[src/rtl/strobe_edge_pkg.sv]
// Shared types and constants for the strobe edge detector.
package strobe_edge_pkg;

    typedef enum logic [1:0] {
        STABLE_LOW  = 2'b00,
        QUAL_HIGH   = 2'b01,
        STABLE_HIGH = 2'b10,
        QUAL_LOW    = 2'b11
    } edge_state_e;

    localparam logic [1:0] EDGE_NONE = 2'b00;
    localparam logic [1:0] EDGE_RISE = 2'b01;
    localparam logic [1:0] EDGE_FALL = 2'b10;
    localparam logic [1:0] EDGE_BOTH = 2'b11;

    localparam int DEF_SYNC_STAGES = 2;
    localparam int DEF_FILTER_LEN  = 4;
    localparam int DEF_HOLDOFF     = 8;
    localparam int DEF_CNT_W       = 8;

    // Filter counter is sized for the widest legal FILTER_LEN.
    localparam int FILT_W = 8;

    // Bits needed to hold values 0..max_val, never less than one.
    function automatic int width_for(input int max_val);
        return (max_val < 2) ? 1 : $clog2(max_val + 1);
    endfunction

endpackage

[src/rtl/strobe_edge_detector_sync_chain.sv]
// Purpose: reset-cleared multi-flop synchronizer for one asynchronous bit.
// Latency: STAGES clk edges. Backpressure: none, samples every cycle.
module sync_chain
    import strobe_edge_pkg::*;
#(
    parameter int STAGES = DEF_SYNC_STAGES
) (
    input  logic clk,
    input  logic reset_n,
    input  logic d,
    output logic q
);

    logic [STAGES-1:0] sync_q;
    logic [STAGES-1:0] sync_d;

    always_comb begin
        sync_d = {sync_q[STAGES-2:0], d};
    end

    always_ff @(posedge clk or negedge reset_n) begin
        if (!reset_n) begin
            sync_q <= '0;
        end else begin
            sync_q <= sync_d;
        end
    end

    assign q = sync_q[STAGES-1];

endmodule

[src/rtl/strobe_edge_detector.sv]
// Purpose: sync + glitch-filter a strobe, emit rate-limited edge pulses; STROBE_EDGE_DETECTOR_OVERFLOW_EN saturates the counter.
// Latency: SYNC_STAGES + FILTER_LEN edges from first sampling edge to level_out/pulse_out.
// Backpressure: none; edges qualified during holdoff update level_out only and are dropped.
module strobe_edge_detector
    import strobe_edge_pkg::*;
#(
    parameter int SYNC_STAGES = DEF_SYNC_STAGES,
    parameter int FILTER_LEN  = DEF_FILTER_LEN,
    parameter int HOLDOFF     = DEF_HOLDOFF,
    parameter int CNT_W       = DEF_CNT_W
) (
    input  logic             clk,
    input  logic             reset_n,
    input  logic             async_in,
    input  logic [1:0]       edge_sel,
    input  logic             count_clr,
    output logic             pulse_out,
    output logic             level_out,
    output logic [CNT_W-1:0] event_count
`ifdef STROBE_EDGE_DETECTOR_OVERFLOW_EN
    ,
    output logic             overflow
`endif
);

    localparam int                HOLD_W    = width_for(HOLDOFF);
    localparam logic [FILT_W-1:0] FILT_LAST = FILT_W'(FILTER_LEN);
    localparam logic [HOLD_W-1:0] HOLD_LOAD = HOLD_W'(HOLDOFF);
    localparam logic [CNT_W-1:0]  CNT_MAX   = '1;

    logic              sync_q;
    edge_state_e       state_q,  state_d;
    logic [FILT_W-1:0] filt_q,   filt_d;
    logic [HOLD_W-1:0] hold_q,   hold_d;
    logic              pulse_q,  pulse_d;
    logic [CNT_W-1:0]  count_q,  count_d;
    logic              flip_rise;
    logic              flip_fall;
    logic              rise_en;
    logic              fall_en;
    logic              fire;

    sync_chain #(
        .STAGES (SYNC_STAGES)
    ) u_sync (
        .clk     (clk),
        .reset_n (reset_n),
        .d       (async_in),
        .q       (sync_q)
    );

    // Qualification FSM: a new level must persist FILTER_LEN synchronized cycles.
    always_comb begin
        state_d   = state_q;
        filt_d    = filt_q;
        flip_rise = 1'b0;
        flip_fall = 1'b0;
        case (state_q)
            STABLE_LOW: begin
                if (sync_q) begin
                    if (FILTER_LEN == 1) begin
                        state_d   = STABLE_HIGH;
                        flip_rise = 1'b1;
                    end else begin
                        state_d = QUAL_HIGH;
                        filt_d  = FILT_W'(1);
                    end
                end
            end
            QUAL_HIGH: begin
                if (!sync_q) begin
                    state_d = STABLE_LOW;
                    filt_d  = '0;
                end else if (filt_q + FILT_W'(1) == FILT_LAST) begin
                    state_d   = STABLE_HIGH;
                    filt_d    = '0;
                    flip_rise = 1'b1;
                end else begin
                    filt_d = filt_q + FILT_W'(1);
                end
            end
            STABLE_HIGH: begin
                if (!sync_q) begin
                    if (FILTER_LEN == 1) begin
                        state_d   = STABLE_LOW;
                        flip_fall = 1'b1;
                    end else begin
                        state_d = QUAL_LOW;
                        filt_d  = FILT_W'(1);
                    end
                end
            end
            QUAL_LOW: begin
                if (sync_q) begin
                    state_d = STABLE_HIGH;
                    filt_d  = '0;
                end else if (filt_q + FILT_W'(1) == FILT_LAST) begin
                    state_d   = STABLE_LOW;
                    filt_d    = '0;
                    flip_fall = 1'b1;
                end else begin
                    filt_d = filt_q + FILT_W'(1);
                end
            end
            default: begin
                state_d = STABLE_LOW;
                filt_d  = '0;
            end
        endcase
    end

    // edge_sel only matters in the cycle a flip happens.
    always_comb begin
        rise_en = (edge_sel == EDGE_RISE) || (edge_sel == EDGE_BOTH);
        fall_en = (edge_sel == EDGE_FALL) || (edge_sel == EDGE_BOTH);
        fire    = (hold_q == '0) &&
                  ((flip_rise && rise_en) || (flip_fall && fall_en));
        pulse_d = fire;
        hold_d  = hold_q;
        if (fire) begin
            hold_d = HOLD_LOAD;
        end else if (hold_q != '0) begin
            hold_d = hold_q - HOLD_W'(1);
        end
    end

`ifdef STROBE_EDGE_DETECTOR_OVERFLOW_EN
    logic ovf_q, ovf_d;

    // Saturating count; overflow latches on the first pulse lost at the ceiling.
    always_comb begin
        count_d = count_q;
        ovf_d   = ovf_q;
        if (count_clr) begin
            count_d = '0;
            ovf_d   = 1'b0;
        end else if (fire) begin
            if (count_q == CNT_MAX) begin
                ovf_d = 1'b1;
            end else begin
                count_d = count_q + CNT_W'(1);
            end
        end
    end

    always_ff @(posedge clk or negedge reset_n) begin
        if (!reset_n) begin
            ovf_q <= 1'b0;
        end else begin
            ovf_q <= ovf_d;
        end
    end

    assign overflow = ovf_q;
`else
    // Clear wins over a coincident pulse; the pulse itself is still emitted.
    always_comb begin
        count_d = count_q;
        if (count_clr) begin
            count_d = '0;
        end else if (fire) begin
            count_d = count_q + CNT_W'(1);
        end
    end
`endif

    always_ff @(posedge clk or negedge reset_n) begin
        if (!reset_n) begin
            state_q <= STABLE_LOW;
            filt_q  <= '0;
            hold_q  <= '0;
            pulse_q <= 1'b0;
            count_q <= '0;
        end else begin
            state_q <= state_d;
            filt_q  <= filt_d;
            hold_q  <= hold_d;
            pulse_q <= pulse_d;
            count_q <= count_d;
        end
    end

    assign pulse_out   = pulse_q;
    assign level_out   = (state_q == STABLE_HIGH) || (state_q == QUAL_LOW);
    assign event_count = count_q;

endmodule

[config.mk]
export PLATFORM = sky130hd
export DESIGN_NAME = strobe_edge_detector
export DESIGN_NICKNAME = d
export VERILOG_FILES = /design/src/rtl/strobe_edge_pkg.sv /design/src/rtl/strobe_edge_detector_sync_chain.sv /design/src/rtl/strobe_edge_detector.sv
export SDC_FILE = /design/constraint.sdc
export NUM_CORES = 1
export LEC_CHECK = 0
export BUFFER_PORTS_ARGS = -buffer_cell sky130_fd_sc_hd__clkbuf_2
export CAP_MARGIN = 20
export CORE_MARGIN = 2
export CORE_UTILIZATION = 30
export CTS_BUF_LIST = sky130_fd_sc_hd__clkbuf_8
export CTS_CLUSTER_DIAMETER = 100
export CTS_CLUSTER_SIZE = 14
export DETAILED_ROUTE_END_ITERATION = 10
export SLEW_MARGIN = 20
export SYNTH_ARGS = -nofsm -noshare
export SYNTH_HDL_FRONTEND = slang
export SYNTH_SLANG_ARGS = --single-unit
[constraint.sdc]
create_clock -name clk -period 2.55 [get_ports clk]
set_clock_uncertainty 0.05 [all_clocks]
set_input_delay 0.51 -clock clk [delete_from_list [all_inputs] [get_ports clk]]
set_output_delay 0.51 -clock clk [all_outputs]
set_load 0.05 [all_outputs]
After elaboration in Yosys (flattened, before gate mapping)
Cells that the tools add are included.
{"block": "word_totals", "inputBits": 6, "wordCells": 56, "regBits": 25, "out_inout_bits": 10}
{"block": "op_classes", "addsub": 3, "reduce_logical": 14, "muxes": 22, "eq_ne": 11}
{"cell": "8-bit 2-to-1 mux", "count": 7}
{"cell": "8-bit one-hot mux with 4 select lines", "count": 1}
{"cell": "8-bit by 1-bit adder with 8-bit output (second input constant)", "count": 2}
{"cell": "2-bit 2-to-1 mux", "count": 6}
{"cell": "2-bit == test (second input constant)", "count": 4}
{"cell": "8-bit by 3-bit == test with 1-bit output (second input constant)", "count": 1}
{"cell": "4-bit 2-to-1 mux", "count": 2}
{"cell": "2-bit one-hot mux with 4 select lines", "count": 1}
{"cell": "1-bit 2-to-1 mux", "count": 5}
{"cell": "2-bit by 1-bit == test with 1-bit output (second input constant)", "count": 2}
{"cell": "4-bit logical NOT", "count": 1}
{"cell": "1-bit logical OR", "count": 4}
{"cell": "4-bit AND reduction", "count": 1}
{"cell": "2-bit nonzero test", "count": 2}
{"cell": "4-bit nonzero test", "count": 1}
{"cell": "4-bit by 1-bit subtractor with 4-bit output (second input constant)", "count": 1}
{"cell": "1-bit logical AND", "count": 3}
{"cell": "3-bit by 2-bit inequality test with 1-bit output (second input constant)", "count": 1}
{"cell": "3-bit inequality test (second input constant)", "count": 1}
{"cell": "2-bit logical NOT", "count": 1}
{"cell": "2-bit by 1-bit inequality test with 1-bit output (second input constant)", "count": 1}
{"cell": "2-bit inequality test (second input constant)", "count": 1}
{"cell": "2-bit AND reduction", "count": 1}

Longest topological paths before layout
{"block": "logic_depth", "ltp_word": 10, "depth_mapped": 7, "depth_no_buf": 7}

By module
Synthesis repeated with hierarchy kept, for this count alone.
{"block": "hier_totals", "hier_cells": 143, "hier_area_um2": 1388.8}
{"mod": "strobe_edge_detector", "n_inst": 1, "seq_area_each_um2": 575.6, "area_each_um2": 1338.8, "cells_per_inst": 141}
{"mod": "sync_chain", "n_inst": 1, "seq_area_each_um2": 50.0, "area_each_um2": 50.0, "cells_per_inst": 2}

Worst setup path after synthesis
Ideal clock, no wire load.
{"block": "synth_timing", "path_kind": "reg2reg", "from": "reg hold_q[0]", "to": "reg count_q[0] (netlist: event_count[0])", "slack_ns": 0.334, "synth_period_minus_slack_ns": 2.216, "arrival_ns": 2.042, "stages_incl_launch_ff": 7, "cell_sequence": "dfrtp_1 inv_1 ha_1 or3b_1 a21oi_1 nor3b_1 mux2_2"}
{"block": "synth_via", "elab_chain_len": 3}
{"item": "from (decl)", "line_no": "strobe_edge_detector.sv:34", "source": "logic [HOLD_W-1:0] hold_q, hold_d;"}
{"item": "from (signal assigned)", "line_no": "strobe_edge_detector.sv:177", "source": "hold_q <= hold_d;"}
{"item": "4-bit logical NOT", "line_no": "strobe_edge_detector.sv:116", "source": "fire = (hold_q == '0) &&"}
{"item": "1-bit logical AND", "line_no": "strobe_edge_detector.sv:116"}
{"item": "2-bit nonzero test (no source line)"}
{"item": "to (signal assigned)", "line_no": "strobe_edge_detector.sv:179", "source": "count_q <= count_d;"}
{"item": "to (decl)", "line_no": "strobe_edge_detector.sv:36", "source": "logic [CNT_W-1:0] count_q, count_d;"}
Every way passes these cells.
A chain may end at the register's enable or synchronous reset.

Final worst setup path
{"block": "layout_timing", "from": "reg hold_q[0]", "to": "reg count_q[4] (netlist: event_count[4])"}
The elaborated chain is that of the path after synthesis.

==> results.json <==
{
  "hold_viol": 0,
  "start_kind": "flip-flop",
  "crit_type": "reg -> reg",
  "timing.fmax_mhz": 426,
  "path_cells": "inv_1 -> ha_1 -> nor3b_1 -> nand4_1 -> a2111oi_0 -> buf_4 -> mux2_2",
  "synth-seq-cells": 25,
  "layout.cells.non_filler": 212,
  "drt-total-wl_um": 2730,
  "rows": 24,
  "wire_per_inst_um": 12.9,
  "place_congestion": 0.759,
  "worstSetupEndpointType": "flip-flop",
  "dp.cells": 208,
  "final_max_slew_viol_count": 0,
  "cts_resized": 0,
  "netlist_area_um2": 1380,
  "path_clk_slew_ns": 0.09,
  "syn-num-nets": 152,
  "hp-class": "in -> async",
  "initial_core_util_pct": 31.4,
  "cp_slowest_stage_delay_ns": 0.44,
  "cts_max_path_buffers": 2,
  "ys_seq_area_share_pct": 45.5,
  "cp_num_cells": 7,
  "ctsHoldBuffers": 0,
  "via_count": 1066,
  "grt_pass1_vias": 1048,
  "finalSetupTns_ns": 0,
  "fill_cells": 450,
  "synth_cell_types": 39,
  "syn_area_per_cell_um2": 9.69,
  "cp_max_fo": 5,
  "finalCritPeriodShare_pct": 91.9,
  "core_area_um2": 4380,
  "drive_above_1_share_pct": 19.4,
  "yosys_warnings": 0,
  "cts-root-buf": "clkbuf_8",
  "firstDrtPassIters": 4,
  "cpMaxStageDelayCell": "a2111oi_0",
  "synthCells": 142,
  "swShare_pct": 36.1,
  "cts_sinks": 25,
  "clk_latency_ns": 0.27,
  "period_needed_ns": 2.34,
  "slew_headroom_pct": 56.0,
  "path_delay_family": "simple AND/OR/NAND/NOR gates",
  "ys_async_sr_fraction_pct": 100,
  "crit_required_ns": 2.66,
  "path_buf_inv": 2,
  "area_growth_syn_to_layout_pct": 14.1,
  "postCtsSetupBuffers": 0,
  "rsz0062_at_grt": "no",
  "status": "complete, no violations",
  "die-area_um2": 5150,
  "io_pins": 16,
  "grt_max_degree": 26,
  "synth_edf_count": 0,
  "r2r_cells": 7,
  "setup_viol": 0,
  "ant_nets": 0,
  "ir_drop_mv": 0.509,
  "power.share.combinational_pct": 31.6,
  "drt_iter0_markers": 97,
  "maxCapViolCount": 0,
  "p_leak_nw": 0.727,
  "max_slew.worst_pin.slew_ns": 0.660,
  "nets": 171,
  "track_usage_pct": 12.2,
  "p_sw_w": 0.000407,
  "n_antenna_cell": 0,
  "hpwl_um": 1990,
  "die_x_um": 71.7,
  "p_per_area_nw_per_um2": 718,
  "cts-htree-levels": 1,
  "vias_per_cell": 5.03,
  "grt_pass1_wl_um": 5000,
  "synthFlopType": "dfrtp_1",
  "numCtsBuffers": 3,
  "io_buffers": 15,
  "power.share.clock_pct": 20.7,
  "die_h_um": 71.7,
  "cts_tree": "done",
  "arrival_ns": 2.45,
  "grt-ovfl-total": 0,
  "antenna_found_initial": 0,
  "drc": 0,
  "p_int_w": 0.000720,
  "pwr-share-seq_pct": 47.7
}
-- per-stage QoR --
step                total power, W  area [um^2]  hold slack (ns)  setup slack (ns)  util, %
global placement          0.000896         1520            0.284             0.226     34.7
finish                     0.00113         1570            0.206             0.205     35.8
global route               0.00123         1570            0.243            0.0189     35.8
floorplan                 0.000817         1380            0.164             0.334        -
CTS                        0.00114         1570            0.230             0.157     35.7
detailed placement        0.000899         1520            0.287             0.169     34.7
-- cell usage in the layout, fill, tap and decap left out, drive strengths merged, types with 2 or more instances in the layout --
cell	count
xor2	4
or4	2
nand4	3
nand2	10
a211o	2
o21ai	6
nor3b	3
mux2	6
nand4b	2
o22ai	2
a21oi	4
nand2b	5
clkbuf	18
nor2	13
and2	3
nand3	6
o31ai	3
ha	4
inv	5
nor2b	7
and3	5
dfrtp	25
nor3	3
xnor2	2
buf	5
-- routing by layer --
layer,vias to the layer above,wire length [um],global-route usage [%]
li1,538,-,-
met1,505,1370,17.5
met2,21,1230,18.2
met3,2,103,3.38
met4,0,24,3.14
met5,-,0,0
-- worst register-to-register path, cell delays in order (launching register included) --
cell and delay, ns:
dfrtp_1 0.38, inv_1 0.11, ha_1 0.22, nor3b_1 0.40, nand4_1 0.13, a2111oi_0 0.44, buf_4 0.18, mux2_2 0.32
-- logic make-up after synthesis --
family          synth area share [%]
simple gates                    25.5
compound gates                  12.5
mux                             5.64
xor+xnor                        3.82
fa+ha+maj                       3.64
flops                           45.5
buf+inv                         3.45
-- worst paths after layout --
check / from / endpoint / slack [ns]
max reg2reg: hold_q[0]$_DFFE_PN0P_ / event_count[4]$_DFFE_PN0P_ / 0.21
min: reset_n / filt_q[5]$_DFFE_PN0P_ / 0.21
min in group clk: async_in / u_sync.sync_q[0]$_DFF_PN0_ / 0.29
max: hold_q[0]$_DFFE_PN0P_ / event_count[4]$_DFFE_PN0P_ / 0.21
max in group asynchronous: reset_n / event_count[0]$_DFFE_PN0P_ / 1.82
min reg2reg: u_sync.sync_q[0]$_DFF_PN0_ / u_sync.sync_q[1]$_DFF_PN0_ / 0.31
-- power by group through the flow --
stage	clock network [W]	registers, W	logic [W]
final	0.000233	0.000538	0.000356
after global routing	0.000265	0.000555	0.000409
after CTS	0.000243	0.000536	0.000358
after detailed placement	0	0.000545	0.000354
after global placement	0	0.000544	0.000351
after floorplan	0	0.000517	0.000300
-- Yosys cell counts (all sizes together) (3+ instances only) --
cell	n	share of area [%]
dfrtp	25	45
nor2	13	3.5
nand2	10	2.7
nor2b	7	3.2
mux2	6	4.9
nand3	6	2.2
o21ai	6	2.2
and3	5	2.3
nand2b	5	2.3
a21oi	4	1.5
ha	4	3.6
inv	4	1.1
xor2	4	2.5
and2	3	1.4
buf	3	1.5
clkbuf	3	0.82
nand4	3	1.4
nor3	3	1.1
nor3b	3	2.0
o31ai	3	1.6
-- state kept, by name, summed over array words and instances, names as in the netlist, named ones only --
register and cells:
event_count 8, filt_q 8, hold_q 4, pulse_out 1, state_q 1, u_sync.sync_q 2
-- area by class of cell --
class                   count  area, um^2  share of cell area (%)
flip-flops and latches     25         626                    39.8
repair buffers             20         113                    7.17
clock inverters             1        3.75                   0.239
inverters                   4        15.0                   0.956
multi-input cells         107         707                    45.0
clock buffers               3        41.3                    2.63
well taps                  52        65.1                    4.14
Power figures use the tool's default switching activity.
